### src/rtl/sequence_generator_pkg.sv
// sequence_generator_pkg: shared state encoding, default widths and length clamp helper.
package sequence_generator_pkg;
  localparam int unsigned DEF_PAT_W = 8;
  localparam int unsigned DEF_LEN_W = 4;
  localparam int unsigned DEF_CNT_W = 4;
  typedef enum logic [1:0] {IDLE, SHIFT, PAR} state_t;
  function automatic int unsigned clamp_len(input int unsigned len, input int unsigned max_w);
    return (len == 0 || len > max_w) ? max_w : len;
  endfunction
endpackage

### src/rtl/seq_gen_shreg.sv
// seq_gen_shreg: MSB-first frame shifter with bit down-counter, running parity and last-bit flag.
module seq_gen_shreg #(
  parameter int unsigned PAT_W = 8,
  parameter int unsigned LEN_W = 4
) (
  input  logic             clk,
  input  logic             reset,
  input  logic             ld_i,
  input  logic             rs_i,
  input  logic             sh_i,
  input  logic [PAT_W-1:0] pat_i,
  input  logic [LEN_W-1:0] len_i,
  output logic             nb_o,
  output logic             last_o,
  output logic             par_o
);
  logic [PAT_W-1:0] pat_q, sr_q, aligned, src;
  logic [LEN_W-1:0] len_q, cnt_q;
  logic             par_q;
  // Left-align the pattern so the first bit always sits at the MSB.
  assign aligned = pat_i << (PAT_W - int'(len_i));
  assign src     = ld_i ? aligned : rs_i ? pat_q : sr_q;
  assign nb_o    = src[PAT_W-1];
  assign last_o  = cnt_q == '0;
  assign par_o   = par_q;
  always_ff @(posedge clk) begin
    if (!reset) begin
      pat_q <= '0;
      len_q <= '0;
      sr_q  <= '0;
      cnt_q <= '0;
      par_q <= 1'b0;
    end else begin
      if (ld_i) begin
        pat_q <= aligned;
        len_q <= len_i;
      end
      if (ld_i || rs_i || sh_i) begin
        sr_q  <= src << 1;
        cnt_q <= (ld_i ? len_i : rs_i ? len_q : cnt_q) - 1'b1;
        par_q <= (sh_i & par_q) ^ nb_o;
      end
    end
  end
endmodule

### src/rtl/sequence_generator.sv
// sequence_generator: serial MSB-first pattern transmitter with repeat count and abort.
// Build option SEQUENCE_GENERATOR_PARITY_EN appends an even-parity bit after every frame.
module sequence_generator
  import sequence_generator_pkg::*;
#(
  parameter int unsigned PAT_W = DEF_PAT_W,
  parameter int unsigned LEN_W = DEF_LEN_W,
  parameter int unsigned CNT_W = DEF_CNT_W
) (
  input  logic             clk,
  input  logic             reset,
  input  logic             load_valid,
  output logic             load_ready,
  input  logic [PAT_W-1:0] load_pattern,
  input  logic [LEN_W-1:0] load_len,
  input  logic [CNT_W-1:0] load_repeat,
  input  logic             abort,
  output logic             data_out,
  output logic             data_valid,
  output logic             busy,
  output logic             done
);
`ifdef SEQUENCE_GENERATOR_PARITY_EN
  localparam bit PAR_EN = 1'b1;
`else
  localparam bit PAR_EN = 1'b0;
`endif
  state_t           state_q;
  logic [CNT_W-1:0] frm_q;
  logic             data_out_q, data_valid_q, done_q;
  logic [LEN_W-1:0] len_c;
  logic             nb, last, par, fin, ld, rs, sh;
  assign len_c = LEN_W'(clamp_len(int'(load_len), PAT_W));
  // fin: the cycle presenting the final bit of a frame (parity bit when enabled)
  assign fin = (state_q == SHIFT && last && !PAR_EN) || state_q == PAR;
  assign ld  = reset && !abort && state_q == IDLE && load_valid;
  assign rs  = reset && !abort && fin && frm_q != '0;
  assign sh  = reset && !abort && state_q == SHIFT && !last;
  seq_gen_shreg #(.PAT_W(PAT_W), .LEN_W(LEN_W)) u_shreg (
    .clk    (clk),
    .reset  (reset),
    .ld_i   (ld),
    .rs_i   (rs),
    .sh_i   (sh),
    .pat_i  (load_pattern),
    .len_i  (len_c),
    .nb_o   (nb),
    .last_o (last),
    .par_o  (par)
  );
  always_ff @(posedge clk) begin
    if (!reset || abort) begin
      state_q      <= IDLE;
      frm_q        <= '0;
      data_out_q   <= 1'b0;
      data_valid_q <= 1'b0;
      done_q       <= 1'b0;
    end else if (state_q == IDLE) begin
      state_q      <= load_valid ? SHIFT : IDLE;
      frm_q        <= load_valid ? load_repeat : frm_q;
      data_out_q   <= load_valid && nb;
      data_valid_q <= load_valid;
      done_q       <= 1'b0;
    end else if (fin) begin
      state_q      <= frm_q != '0 ? SHIFT : IDLE;
      frm_q        <= frm_q - CNT_W'(frm_q != '0);
      data_out_q   <= frm_q != '0 && nb;
      data_valid_q <= frm_q != '0;
      done_q       <= frm_q == '0;
    end else if (last) begin
      state_q    <= PAR;
      data_out_q <= par;
    end else begin
      data_out_q <= nb;
    end
  end
  assign load_ready = state_q == IDLE;
  assign busy       = state_q != IDLE;
  assign data_out   = data_out_q;
  assign data_valid = data_valid_q;
  assign done       = done_q;
endmodule

### config.mk
export PLATFORM = sky130hd
export DESIGN_NAME = sequence_generator
export DESIGN_NICKNAME = d
export VERILOG_FILES = /design/src/rtl/sequence_generator_pkg.sv /design/src/rtl/seq_gen_shreg.sv /design/src/rtl/sequence_generator.sv
export SDC_FILE = /design/constraint.sdc
export NUM_CORES = 1
export LEC_CHECK = 0
export ABC_AREA = 1
export BUFFER_PORTS_ARGS = -buffer_cell sky130_fd_sc_hd__clkbuf_2
export CAP_MARGIN = 30
export CORE_AREA = 2 2 70 72
export DETAILED_ROUTE_END_ITERATION = 6
export DIE_AREA = 0 0 72 74
export SLEW_MARGIN = 20
export SYNTH_ARGS = -nofsm -noshare
export SYNTH_HDL_FRONTEND = slang
export SYNTH_SLANG_ARGS = --single-unit
### constraint.sdc
create_clock -name clk -period 4.3 [get_ports clk]
set_input_delay 0.645 -clock clk [delete_from_list [all_inputs] [get_ports clk]]
set_output_delay 0.645 -clock clk [all_outputs]
set_load 0.02 [all_outputs]
==> impl_metrics.ini <==
[outcome]
outcome = complete, no violations

[grt]
grt-ovfl-total = 0
gr-usage-all-layers = 0.201
initial_antenna_violation_count = 0
grt_pass1_vias = 1847
largest_net_degree_at_the_start_of_global_routing = 20
grt_pass1_wl_um = 8360

[sta]
max_slew_violations = 0
sum_of_negative_setup_slack_ns = 0
timing.final.crit_share = 0.582
finalCriticalPeriod_ns = 2.50
timing.max_slew.rel_slack = 0.749
maxClockFrequency_mhz = 399
hold_viol_final = 0
setup_repair_after_global_routing_missed_its_margin = no
final.hold.worst_slack_ns = 0.477
skew_ns = 0.00634
setup_ws_ns = 1.80
worstMarginPinSlew_ns = 0.375
finalSetupViolCount = 0

[cts]
postCtsSetupBuffers = 0
cts_inserted_buffers = 5
cts_repair_resize_count = 0
h-tree-depth = 2
cts_root_buf = sky130_fd_sc_hd__clkbuf_8
clk_pin_slew_ns = 0.06
post_cts_hold_buffer_count = 0
clock_insertion_delay_at_the_later_pin_of_the_skew_report_ns = 0.29
cts_num_sinks = 33
tritoncts_clock_tree = built
maximum_number_of_buffers_from_clock_root_to_sink = 2

[place]
dp_area_um2 = 2210
dpl_worst_slack_ns = 1.48
placed_cells_incl_taps = 376
place_hpwl_um = 3590
place.port_buffers = 24
gp_congestion = 0.835

[cells_and_area]
num-nets-final = 353
areaGrowthSynthToFinish_pct = 12.0
mostFrequentLayoutCell = sky130_fd_sc_hd__nand2_1
layout-drive-gt1-share = 0.188
final_core_utilization = 0.499
register_area_um2 = 661
multi_input_area_um2 = 1200
fill_cell_count = 487
layoutNonFillerInstCount = 384
diodes = 0
layout_common_cells = sky130_fd_sc_hd__nand2_1 (64), sky130_fd_sc_hd__dfxtp_1 (33), sky130_fd_sc_hd__inv_1 (32), sky130_fd_sc_hd__nand3_1 (32), sky130_fd_sc_hd__nor2_1 (27)
final_instance_area_um2 = 2290

[hold_path]
timing.hold.worst.class = register to register
worstHoldStart = u_shreg.pat_q[0]
hold_depth = 2
timing.hold.worst_endpoint = u_shreg.pat_q[0]

[synth]
mappedNetlistArea_um2 = 2050
yosys_register_bits = 33
synth.largest_area_cell = sky130_fd_sc_hd__dfxtp_1
cell_types_with_the_largest_area_share_after_synthesis = sky130_fd_sc_hd__dfxtp_1 (32%), sky130_fd_sc_hd__nand2_1 (12%), sky130_fd_sc_hd__nand3_1 (7.8%), sky130_fd_sc_hd__inv_1 (5.9%), sky130_fd_sc_hd__nor2_1 (5.0%)
synth.yosys.warnings = 0
synth_area_per_cell_um2 = 6.76
synth_top_area_frac = 0.323
synth_async_sr_flop_share = 0
synth.distinct_cells = 39
synth_edf_count = 0
post_synth_inst_count = 303
synthesis.nets = 327
postSynth.topFlopCell = sky130_fd_sc_hd__dfxtp_1
synth_sequential_area_ratio = 0.323

[power_and_ir_drop]
report.power.total_mw = 0.716
p_leak_nw = 1.10
power.ir.vdd_worst_mv = 0.181
power-per-cell-area_nw_per_um2 = 312

[critical_path]
critical_path_max_stage_delay_ns = 0.47
crit_family = simple AND/OR/NAND/NOR gates
max_fanout_on_critical_path = 10
rr_endpoint = u_shreg.sr_q[3]
kind_of_end_point_of_the_critical_path = register
reg2reg_setup_slack_ns = 2.20
worst_ep_required_time_ns = 4.48
series_of_cell_instances_along_the_critical_path = clkbuf_2, nor2_1, nand2_1, nand2_1, nand3_2, ha_1, clkinv_1, nand3_1, nand2_1, nand2_1, nand3_1, a21oi_1, nor2_1
worst-path-buf-inv = 2
worstSetupPathType = input port to register
path_common_cell = sky130_fd_sc_hd__nand2_1
r2r_cells = 10
worstReg2RegStart = state_q[1]
crit_arrival_ns = 2.68
slowest_stage = sky130_fd_sc_hd__ha_1
type_of_origin_of_the_critical_path = input port

[flow_run]
cap_viol_max_count = 0

[floorplanning]
initial_core_util = 0.445
die_w_um = 72
floorplan.die.height_um = 74
fp.dieArea_um2 = 5330
fp.coreArea_um2 = 4600
num_io_pins = 25
placementRows = 25

[route]
via_count = 1968
initialDrtViolationCount = 59
via_per_inst = 5.13
detail_route.drc_violations = 0
drt.antenna.violating_nets = 0
post_route_wl_um = 4760
routed_length_per_instance_um = 12.4
drt_pass1_iterations = 4
[worst min-delay path, delay by kind of cell (launching register included)]
| kind | cells | cell delay [ns] |
|---|---|---|
| flip-flops | 1 | 0.30 |
| AO/OA/AOI/OAI | 1 | 0.06 |
| AND/OR/NAND/NOR | 1 | 0.07 |
[sequential cells by signal, summed over array words and instances, names as in the netlist]
signal and cells:
u_shreg.pat_q 8, u_shreg.sr_q 7, frm_q 4, u_shreg.cnt_q 4, u_shreg.len_q 4, state_q 2, data_out 1, data_valid 1
done 1, u_shreg.par_o 1
[cells in the mapped netlist, types with 3 or more instances]
cell                       instances
sky130_fd_sc_hd__a21oi_1          20
sky130_fd_sc_hd__dfxtp_1          33
sky130_fd_sc_hd__ha_1              4
sky130_fd_sc_hd__inv_1            32
sky130_fd_sc_hd__inv_2             9
sky130_fd_sc_hd__nand2_1          64
sky130_fd_sc_hd__nand2_2           6
sky130_fd_sc_hd__nand3_1          32
sky130_fd_sc_hd__nand4_1           6
sky130_fd_sc_hd__nor2_1           27
sky130_fd_sc_hd__nor2_4            4
sky130_fd_sc_hd__o211ai_1          6
sky130_fd_sc_hd__o21ai_0          20
sky130_fd_sc_hd__o21ai_1           5
sky130_fd_sc_hd__or2_0             4
sky130_fd_sc_hd__xor2_1            3
[per-layer routing]
| metal | part of all wire | track usage |
|---|---|---|
| met4 | 0.021 | 0.0922 |
| met5 | 0 | 0 |
| met2 | 0.43 | 0.307 |
| met3 | 0.053 | 0.0461 |
| met1 | 0.49 | 0.274 |
[logic make-up (layout without fill, tap and decap cells)]
family	count (synthesis)	in the layout	share of synthesized area
AO/OA/AOI/OAI	61	61	0.171
flip-flops	33	33	0.323
buffers and inverters	47	74	0.0911
adder cells (fa/ha/maj)	4	4	0.0245
XOR/XNOR	3	3	0.0128
AND/OR/NAND/NOR	155	155	0.378
[worst max path at each step]
stage,from,endpoint,slack [ns],cells after the start
after global routing,load_len[0],u_shreg.sr_q[5],1.45,13
after detailed placement,load_len[0],u_shreg.par_o,1.48,13
final,load_len[0],u_shreg.par_o,1.80,13
after global placement,load_len[0],u_shreg.par_o,1.54,13
after floorplan,load_len[0],u_shreg.par_o,1.97,14
after CTS,load_len[0],u_shreg.par_o,1.79,13
[report_power, final]
| part | total [mW] | switching, mW | internal, mW | leakage, nW |
|---|---|---|---|---|
| Combinational | 0.162 | 0.105 | 0.0566 | 0.785 |
| Clock | 0.226 | 0.115 | 0.112 | 0.0439 |
| Sequential | 0.328 | 0.00851 | 0.320 | 0.268 |
[layout make-up]
type	instances	share of cell area
flip-flops and latches	33	0.288
inverters	42	0.0688
multi-input cells	223	0.523
clock inverters	3	0.00764
clock buffers	5	0.0300
repair buffers	24	0.0524
well taps	54	0.0295
Power figures use the tool's default switching activity.
